--- src/rtl/mero_mem_pkg.sv ---
// Shared definitions for the fetch/data memory arbiter: FSM encoding,
// the fetch value substituted on an aborted access, and word alignment.
package mero_mem_pkg;

  typedef enum logic [1:0] {
    ST_IDLE  = 2'd0,
    ST_DATA  = 2'd1,
    ST_INSTR = 2'd2,
    ST_DONE  = 2'd3
  } state_t;

  localparam logic [31:0] NOP_INSTR = 32'h0000_0013;
  localparam logic [3:0]  BE_ALL    = 4'hF;

  function automatic logic [31:0] word_addr(input logic [31:0] a);
    return a & ~32'h3;
  endfunction

endpackage

--- src/rtl/mem_arbiter.sv ---
// Shares one memory port between CPU fetch and load/store; data access goes first, then fetch.
// Zero-wait: ready 4 cycles after a data+fetch request (3 for fetch only); waits stall the CPU, TIMEOUT aborts.
module mem_arbiter
  import mero_mem_pkg::*;
#(
  parameter int unsigned TIMEOUT = 16
) (
  input  logic        clk_i,
  input  logic        rst_i,
  input  logic        instr_mem_rd_i,
  input  logic [31:0] instr_mem_addr_i,
  output logic [31:0] instr_mem_data_o,
  output logic        instr_mem_ready_o,
  input  logic        data_mem_rd_i,
  input  logic        data_mem_wr_i,
  input  logic [31:0] data_mem_addr_i,
  input  logic [31:0] data_mem_data_i,
  input  logic [3:0]  byte_select_i,
  output logic [31:0] data_mem_data_o,
  output logic        data_mem_ready_o,
  output logic        mem_valid_o,
  output logic        mem_we_o,
  output logic [31:0] mem_addr_o,
  output logic [31:0] mem_wdata_o,
  output logic [3:0]  mem_be_o,
  input  logic [31:0] mem_rdata_i,
  input  logic        mem_ack_i,
  output logic        err_o
);

  localparam logic [7:0] TO_LAST = 8'(TIMEOUT - 1);

  state_t      r_state;
  logic [7:0]  r_cnt;
  logic        r_wr;
  logic        r_fetch;
  logic [31:0] r_iaddr;
  logic [31:0] r_ibuf;
  logic [31:0] r_dbuf;
  logic        r_err;

  logic w_any_req;
  logic w_data_req;
  logic w_timeout;
  logic w_finish;
  logic w_ready;

  assign w_data_req = data_mem_rd_i | data_mem_wr_i;
  assign w_any_req  = w_data_req | instr_mem_rd_i;
  assign w_timeout  = (r_cnt == TO_LAST) & ~mem_ack_i;
  assign w_finish   = mem_ack_i | w_timeout;

  // Ready drops in the same cycle a request appears so the CPU never slips past it.
  assign w_ready = rst_i | (r_state == ST_DONE) | ((r_state == ST_IDLE) & ~w_any_req);

  assign instr_mem_ready_o = w_ready;
  assign data_mem_ready_o  = w_ready;
  assign instr_mem_data_o  = r_ibuf;
  assign data_mem_data_o   = r_dbuf;
  assign err_o             = r_err;

  always_ff @(posedge clk_i or posedge rst_i) begin
    if (rst_i) begin
      r_state     <= ST_IDLE;
      r_cnt       <= 8'd0;
      r_wr        <= 1'b0;
      r_fetch     <= 1'b0;
      r_iaddr     <= 32'h0;
      r_ibuf      <= 32'h0;
      r_dbuf      <= 32'h0;
      r_err       <= 1'b0;
      mem_valid_o <= 1'b0;
      mem_we_o    <= 1'b0;
      mem_addr_o  <= 32'h0;
      mem_wdata_o <= 32'h0;
      mem_be_o    <= 4'h0;
    end else begin
      case (r_state)
        ST_IDLE: begin
          r_cnt <= 8'd0;
          if (w_data_req) begin
            r_state     <= ST_DATA;
            r_wr        <= data_mem_wr_i;
            r_fetch     <= instr_mem_rd_i;
            r_iaddr     <= word_addr(instr_mem_addr_i);
            mem_valid_o <= 1'b1;
            mem_we_o    <= data_mem_wr_i;
            mem_addr_o  <= word_addr(data_mem_addr_i);
            mem_wdata_o <= data_mem_data_i;
            mem_be_o    <= data_mem_wr_i ? byte_select_i : BE_ALL;
          end else if (instr_mem_rd_i) begin
            r_state     <= ST_INSTR;
            r_wr        <= 1'b0;
            r_fetch     <= 1'b1;
            r_iaddr     <= word_addr(instr_mem_addr_i);
            mem_valid_o <= 1'b1;
            mem_we_o    <= 1'b0;
            mem_addr_o  <= word_addr(instr_mem_addr_i);
            mem_be_o    <= BE_ALL;
          end
        end

        ST_DATA: begin
          if (w_finish) begin
            // Stores leave the load buffer untouched, even on abort.
            if (!r_wr) r_dbuf <= mem_ack_i ? mem_rdata_i : 32'h0;
            if (w_timeout) r_err <= 1'b1;
            r_cnt    <= 8'd0;
            mem_we_o <= 1'b0;
            if (r_fetch) begin
              r_state     <= ST_INSTR;
              mem_valid_o <= 1'b1;
              mem_addr_o  <= r_iaddr;
              mem_be_o    <= BE_ALL;
            end else begin
              r_state     <= ST_DONE;
              mem_valid_o <= 1'b0;
            end
          end else begin
            r_cnt <= r_cnt + 8'd1;
          end
        end

        ST_INSTR: begin
          if (w_finish) begin
            r_ibuf      <= mem_ack_i ? mem_rdata_i : NOP_INSTR;
            if (w_timeout) r_err <= 1'b1;
            r_cnt       <= 8'd0;
            r_state     <= ST_DONE;
            mem_valid_o <= 1'b0;
            mem_we_o    <= 1'b0;
          end else begin
            r_cnt <= r_cnt + 8'd1;
          end
        end

        ST_DONE: begin
          r_state <= ST_IDLE;
        end

        default: begin
          r_state     <= ST_IDLE;
          mem_valid_o <= 1'b0;
        end
      endcase
    end
  end

endmodule
--- config.mk ---
export PLATFORM = sky130hd
export DESIGN_NAME = mem_arbiter
export DESIGN_NICKNAME = d
export VERILOG_FILES = /design/src/rtl/mero_mem_pkg.sv /design/src/rtl/mem_arbiter.sv
export SDC_FILE = /design/constraint.sdc
export NUM_CORES = 1
export LEC_CHECK = 0
export ABC_AREA = 1
export BUFFER_PORTS_ARGS = -buffer_cell sky130_fd_sc_hd__buf_2
export CAP_MARGIN = 20
export CORE_UTILIZATION = 45
export DETAILED_ROUTE_END_ITERATION = 16
export PLACE_DENSITY = 0.73
export SLEW_MARGIN = 0
export SYNTH_ARGS = -nofsm -noshare
export SYNTH_HDL_FRONTEND = slang
export SYNTH_SLANG_ARGS = --single-unit
--- constraint.sdc ---
create_clock -name clk_i -period 9.3 [get_ports clk_i]
set_clock_uncertainty 0.2 [all_clocks]
set_input_delay 1.86 -clock clk_i [delete_from_list [all_inputs] [get_ports clk_i]]
set_output_delay 1.86 -clock clk_i [all_outputs]
set_load 0.005 [all_outputs]
==> summary.md, run 1 <==
| Metric | Value |
|---|---|
| DR vias | `7149` |
| Post-CTS setup buffer count | `0` |
| Sw frac | `0.387` |
| Yosys warns | `0` |
| Fmax | `156 MHz` |
| FP Rows | `48` |
| Reg-to-reg endpoint | `mem_addr_o[28]` |
| Share of cells above drive strength 1 | `0.285` |
| Net Sw Power | `1300 uW` |
| Final wirelength | `20600 um` |
| Hold buffers post-CTS | `0` |
| Post-synth EDFFs | `0` |
| Clock power frac | `0.224` |
| Largest cells by area after synthesis | `dfrtp_1 54%, nand2_1 18%, o21ai_0 6.2%` |
| Die span in y | `136 um` |
| Flops & latches, synth | `175` |
| Hold Vio Cnt, Final | `0` |
| Fill cells | `1599` |
| Reg-to-reg startpoint | `r_state[1]` |
| Post-Synthesis Cells | `989` |
| Port Buffers | `268` |
| Internal power | `2060 uW` |
| Post-Place Cell Area | `9430 um2` |
| Final GP Congestion | `0.800` |
| Largest net degree at the start of global routing | `101` |
| Initial antenna violation count | `0` |
| CTS max path bufs | `2` |
| Crit-path max cell delay | `0.62 ns` |
| Leakage power | `0.00567 uW` |
| Worst Setup End Kind | `primary output` |
| Critical path fanouts, max | `40` |
| Residual DRC count | `0` |
| RSZ-0062 raised after global routing | `false` |
| GRT overflow | `0` |
| Cts bufs inserted | `17` |
| Antenna Nets Post-Route | `0` |
| Cell area after layout | `10100 um2` |
| Flop2flop setup slack | `6.09 ns` |
| Vias/cell | `4.90` |
| Top Family by Delay on Critical Path | `simple AND/OR/NAND/NOR gates` |
| Final Setup Violations | `0` |
| Core area | `17500 um2` |
| Status | `complete, no violations` |
| Depth of the most critical reg-to-reg path | `9` |
| Slew Viols, Final | `0` |
| Layout Nets | `1364` |
| Worst Hold Launch | `mem_be_o[2]` |
| # IOs | `275` |
| Comb pwr share | `0.392` |
| Worst path cell trace | `buf_2 > nor2_4 > inv_2 > nor2_2 > nand2_2 > nand2_1 > buf_2` |
| Crit path time final | `6.42 ns` |
| Sequential share of the synthesized area | `0.539` |
| Critical Path RT | `7.24 ns` |
| Post-synthesis cell type count | `27` |
| Post-synth top cells | `381 x nand2_1, 175 x dfrtp_1, 112 x inv_1` |
| Crit-path slowest cell | `nor2_4` |
| Total power | `3370 uW` |
| Pre-CTS setup slack | `2.88 ns` |
| Setup TNS | `0 ns` |
| Hold Crit Class | `flop to flop` |
| Worst ir drop on vdd | `0.180 mV` |
| Initial DRC count | `438` |
| Crit path arrival time | `4.36 ns` |
| PD cells | `335 nW/um2` |
| Synth Cell Area | `8120 um2` |
| Clock root buffer | `clkbuf_16` |
| Worst Hold End | `mem_be_o[2]` |
| Post-synth top area share | `0.539` |
| CTS tree | `yes` |
| Die Area | `18600 um2` |
| Async set-reset flop share out of synthesis | `1.00` |
| Worst Path Buf+Inv | `3` |
| Startpoint Class | `primary input` |
| Ys flop type | `dfrtp_1` |
| Worst-Margin Slew | `1.02 ns` |
| Avg WL per Cell | `14.1 um` |
| Synth area leader | `dfrtp_1` |
| Die width | `136 um` |
| # diodes | `0` |
| Flop pwr share | `0.383` |
| Post-DP HPWL | `13500 um` |
| Count leader, synth | `nand2_1` |
| Syn Area/Cell | `8.21 um2` |
| Skew-Pair Late Insertion Delay | `0.43 ns` |
| Final setup margin | `2.88 ns` |
| Post-cts sizing count | `0` |
| Period utilization | `0.691` |
| Area grow syn2layout | `23.8%` |
| Cell mode on critical path | `buf_2` |
| Max Cap Viol | `0` |
| Vias in the first global route | `6820` |
| Worst rel slew slack | `0.316` |
| Reg clk slew, reported paths | `0.07 ns` |
| Hold depth | `2` |
| Initial Util | `0.465` |
| Drt first pass iters | `4` |
| GRT Util Overall | `0.231` |
| Hold Worst Slack | `0.267 ns` |
| CTS H-tree depth | `4` |
| WS Path Type | `primary input to primary output` |
| Clk sinks | `175` |
| First-pass GRT wire length | `33300 um` |
## power groups by stage
stage                     Combinational (uW)  Clock, uW  Sequential (uW)
after floorplan                          842          0             1320
after global placement                  1310          0             1290
after detailed placement                1340          0             1300
after CTS                               1340        769             1290
after global routing                    1530        799             1330
final                                   1320        756             1290
## worst max path at each step
stage / depth (start not counted) / slack [ns] / endpoint / from
2_1_floorplan: 1 / 2.49 / data_mem_data_o[0] / rst_i
3_3_place_gp: 7 / 2.84 / data_mem_ready_o / data_mem_wr_i
3_5_place_dp: 7 / 2.88 / instr_mem_ready_o / data_mem_wr_i
4_1_cts: 7 / 2.88 / data_mem_ready_o / data_mem_wr_i
5_1_grt: 7 / 2.69 / instr_mem_ready_o / data_mem_wr_i
6_report: 7 / 2.88 / instr_mem_ready_o / data_mem_wr_i
## registers in the layout, summed over array words and instances (netlist names), 2 cells and up
| register | flops |
|---|---|
| r_iaddr | 30 |
| mem_addr_o | 30 |
| data_mem_data_o | 32 |
| r_state | 2 |
| mem_be_o | 4 |
| mem_wdata_o | 32 |
| instr_mem_data_o | 32 |
| r_cnt | 8 |
## cells by family (layout without fill, tap and decap cells)
kind of cell / Yosys count / in the layout / share of synthesized area
AOI/OAI and AO/OA: 140 / 140 / 0.102
adders and majority gates: 6 / 6 / 0.00925
and+or+nand+nor: 492 / 492 / 0.253
other: 1 / 2 / 0.000462
DFF: 175 / 175 / 0.539
buffers and inverters: 173 / 416 / 0.0940
xor gates and xnor gates: 2 / 2 / 0.00216
## cells in the final DEF, fill, tap and decap left out, types with 2 or more instances in the layout
| master | count |
|---|---|
| nand2_1 | 381 |
| buf_2 | 268 |
| dfrtp_1 | 175 |
| inv_1 | 110 |
| o21ai_0 | 101 |
| nand4_1 | 37 |
| nand3_1 | 36 |
| o21ai_2 | 32 |
| nor2_1 | 22 |
| clkbuf_16 | 17 |
| a21oi_1 | 6 |
| ha_1 | 6 |
| nand2_2 | 5 |
| inv_6 | 5 |
| clkinvlp_4 | 4 |
| inv_2 | 3 |
| nor2_2 | 3 |
| bufinv_16 | 3 |
| nand3_4 | 2 |
| xor2_1 | 2 |
| nor3_1 | 2 |
| conb_1 | 2 |
| inv_8 | 2 |
| buf_4 | 2 |
## final cells by class
cell class | count | area [um2] | area share
flip-flops and latches | 175 | 4380 | 0.436
multi-input cells | 642 | 2980 | 0.296
repair buffers | 270 | 1360 | 0.135
inverters | 114 | 433 | 0.0431
clock buffers | 17 | 425 | 0.0423
well taps | 225 | 282 | 0.0280
clock inverters | 15 | 199 | 0.0198
## worst register-to-register path, stage by stage (launching register included)
cell	delay, ns
dfrtp_1	0.42
inv_1	0.08
ha_1	0.32
inv_2	0.74
nand2_1	0.12
nand2_1	0.10
buf_4	0.38
nand3_4	0.44
nand2_1	0.22
nand2_1	0.07
## through the flow
stage,util,instances
after floorplan,-,990
after global placement,0.540,1426
after detailed placement,0.540,1426
after CTS,0.575,1458
after global routing,0.575,1458
final,0.575,1458
## metal layers
layer | global-route usage | up-vias | wire [um]
li1 | - | 3567 | -
met1 | 0.294 | 3314 | 9030
met2 | 0.373 | 227 | 9810
met3 | 0.0552 | 41 | 1230
met4 | 0.0981 | 0 | 517
met5 | 0 | - | 0
(Power assumes the default switching activity.)
==> run 2: changes to the inputs <==
--- a/config.mk
+++ b/config.mk
@@ -5,7 +5,7 @@
 export SDC_FILE = /design/constraint.sdc
 export NUM_CORES = 1
 export LEC_CHECK = 0
-export ABC_AREA = 1
+export ABC_AREA = 0
 export BUFFER_PORTS_ARGS = -buffer_cell sky130_fd_sc_hd__buf_2
 export CAP_MARGIN = 20
 export CORE_UTILIZATION = 45
==> constraint.sdc (replaced) <==
create_clock -name clk_i -period 6.3 [get_ports clk_i]
set_clock_uncertainty 0.2 [all_clocks]
set_input_delay 1.26 -clock clk_i [delete_from_list [all_inputs] [get_ports clk_i]]
set_output_delay 1.26 -clock clk_i [all_outputs]
set_load 0.005 [all_outputs]
==> run 2 against run 1 <==
Sequential power increased by 50%. Global-route usage decreased by 2.5 points. Cell area decreased by 2.5%. Non-clock buffer count increased by 7. Die area decreased by 5.2%. Via count decreased by 23%. Highest routed layer unchanged.
==> summary.md, run 2 <==
| Metric | Value |
|---|---|
| Status | `complete, no violations` |
| Final Setup Violations | `0` |
| Crit-path max cell delay | `0.48 ns` |
| Final wirelength | `17500 um` |
| Fmax | `272 MHz` |
| Period utilization | `0.583` |
| Post-synth EDFFs | `0` |
| First-pass GRT wire length | `28400 um` |
| Post-cts sizing count | `0` |
| Residual DRC count | `0` |
| Critical Path RT | `4.84 ns` |
| Initial antenna violation count | `1` |
| Initial DRC count | `163` |
| Vias in the first global route | `5581` |
| Syn Area/Cell | `12.7 um2` |
| Flop pwr share | `0.396` |
| Clk sinks | `175` |
| Port Buffers | `268` |
| Synth Cell Area | `7690 um2` |
| Hold Vio Cnt, Final | `0` |
| Crit-path slowest cell | `nor4b_4` |
| Hold buffers post-CTS | `0` |
| Clock root buffer | `clkbuf_16` |
| Avg WL per Cell | `15.9 um` |
| Skew-Pair Late Insertion Delay | `0.42 ns` |
| Startpoint Class | `primary input` |
| Worst Setup End Kind | `primary output` |
| Largest cells by area after synthesis | `dfrtp_1 57%, mux2_2 16%, mux2i_1 6.1%` |
| Die Area | `17600 um2` |
| Area grow syn2layout | `27.5%` |
| Internal power | `3300 uW` |
| CTS H-tree depth | `4` |
| Net Sw Power | `1580 uW` |
| Worst path cell trace | `buf_2 > nor4b_4 > or3_1 > buf_2` |
| RSZ-0062 raised after global routing | `false` |
| Final GP Congestion | `0.776` |
| Crit path time final | `3.67 ns` |
| Flop2flop setup slack | `3.47 ns` |
| FP Rows | `47` |
| Clock power frac | `0.218` |
| Hold depth | `1` |
| Drt first pass iters | `4` |
| Post-CTS setup buffer count | `0` |
| Reg clk slew, reported paths | `0.07 ns` |
| Die span in y | `133 um` |
| Reg-to-reg startpoint | `r_state[1]` |
| Cell mode on critical path | `buf_2` |
| Core area | `16600 um2` |
| Max Cap Viol | `0` |
| Initial Util | `0.462` |
| Worst rel slew slack | `0.384` |
| CTS max path bufs | `2` |
| Synth area leader | `dfrtp_1` |
| GRT overflow | `0` |
| Worst Hold End | `mem_valid_o` |
| Post-synth top cells | `175 x dfrtp_1, 111 x mux2_2, 57 x nand2_1` |
| Top Family by Delay on Critical Path | `simple AND/OR/NAND/NOR gates` |
| Worst Hold Launch | `mem_valid_o` |
| Layout Nets | `1007` |
| Largest net degree at the start of global routing | `71` |
| Yosys warns | `0` |
| CTS tree | `yes` |
| Depth of the most critical reg-to-reg path | `7` |
| DR vias | `5520` |
| Crit path arrival time | `2.21 ns` |
| Async set-reset flop share out of synthesis | `1.00` |
| Die width | `133 um` |
| Ys flop type | `dfrtp_1` |
| Flops & latches, synth | `175` |
| Worst-Margin Slew | `0.923 ns` |
| Post-DP HPWL | `12100 um` |
| WS Path Type | `primary input to primary output` |
| Post-synthesis cell type count | `40` |
| Sw frac | `0.323` |
| GRT Util Overall | `0.206` |
| PD cells | `497 nW/um2` |
| Worst Path Buf+Inv | `2` |
| Vias/cell | `5.04` |
| Count leader, synth | `dfrtp_1` |
| Antenna Nets Post-Route | `0` |
| Post-synth top area share | `0.569` |
| Commonest non-fill, non-tap cell in the layout | `buf_2` |
| Hold Crit Class | `flop to flop` |
| Post-Place Cell Area | `9210 um2` |
| Most frequent cells in the layout | `268 x buf_2, 175 x dfrtp_1, 111 x mux2_2, 57 x nand2_1, 47 x mux2i_1` |
| Setup TNS | `0 ns` |
| # IOs | `275` |
| Cts bufs inserted | `17` |
| Reg-to-reg endpoint | `mem_be_o[3]` |
| Cell area after layout | `9800 um2` |
| Sequential share of the synthesized area | `0.569` |
| Leakage power | `0.00473 uW` |
| Comb pwr share | `0.387` |
| Worst ir drop on vdd | `0.241 mV` |
| Slew Viols, Final | `0` |
| Share of cells above drive strength 1 | `0.496` |
| Critical path fanouts, max | `7` |
| Post-Synthesis Cells | `604` |
## run 2: cell types whose count changed after synthesis, moves of 31 or more
cell / change
a22o_1: +31
nand3_1: -34
nand4_1: -37
nand2_1: -324
mux2_2: +111
o21ai_2: -32
mux2i_1: +47
o21ai_0: -58
inv_1: -93
## run 2: how the worst max path moves through the flow
stage | depth (start not counted) | to | startpoint
after global placement | 4 | data_mem_ready_o | data_mem_wr_i
final | 4 | data_mem_ready_o | data_mem_wr_i
after CTS | 4 | instr_mem_ready_o | data_mem_wr_i
after floorplan | 1 | data_mem_data_o[0] | rst_i
after detailed placement | 4 | instr_mem_ready_o | data_mem_wr_i
after global routing | 5 | data_mem_ready_o | r_state[1]
## run 2: logic make-up (layout without fill, tap and decap cells)
| group | Yosys count | in the layout | synth area share |
|---|---|---|---|
| mux | 160 | 160 | 0.227 |
| compound gates | 90 | 90 | 0.0799 |
| fa+ha+maj | 6 | 6 | 0.00976 |
| flops | 175 | 175 | 0.569 |
| simple gates | 113 | 113 | 0.0756 |
| other cells | 1 | 3 | 0.000488 |
| buf+inv | 57 | 327 | 0.0360 |
| xor+xnor | 2 | 2 | 0.00228 |
## run 2: worst register-to-register path, cell delays in order (launching register included)
cell	delay (ns)
dfrtp_1	0.43
inv_1	0.12
ha_1	0.43
nor4b_4	0.48
nor3_2	0.12
o21ai_4	0.07
buf_4	0.44
mux2_2	0.42
## run 2: power by group through the flow
stage	clock network (uW)	registers, uW	logic [uW]
after floorplan	0	1960	1180
after global placement	0	1920	1870
after detailed placement	0	1940	1910
after CTS	1090	1930	1920
after global routing	1130	2000	2080
final	1060	1930	1890
## run 2: layout make-up
class / count / area [um2]
Tap cell: 220 / 275
Clock buffer: 19 / 443
Clock inverter: 12 / 149
Timing Repair Buffer: 277 / 1410
Fill cell: 1391 / 6840
Multi-Input combinational cell: 373 / 3070
Antenna cell: 1 / 2.50
Sequential cell: 175 / 4380
Inverter: 19 / 76.3
## run 2: per-stage QoR
stage          worst slack (ns)  hold slack, ns   util  power, uW  cells
2_1_floorplan            0.0948           0.266      -       3140    605
4_1_cts                    2.60           0.292  0.589       4940   1095
3_5_place_dp               2.61           0.277  0.553       3850   1064
5_1_grt                    2.52           0.310  0.589       5210   1095
3_3_place_gp               2.59           0.254  0.553       3800   1064
6_report                   2.63           0.291  0.589       4880   1096
## run 2: per-layer routing
metal | global-route usage | up-vias | part of all wire
met1 | 0.263 | 2687 | 0.45
met2 | 0.340 | 193 | 0.47
met4 | 0.0479 | 0 | 0.0060
li1 | - | 2632 | -
met5 | 0 | - | 0
met3 | 0.0663 | 8 | 0.072
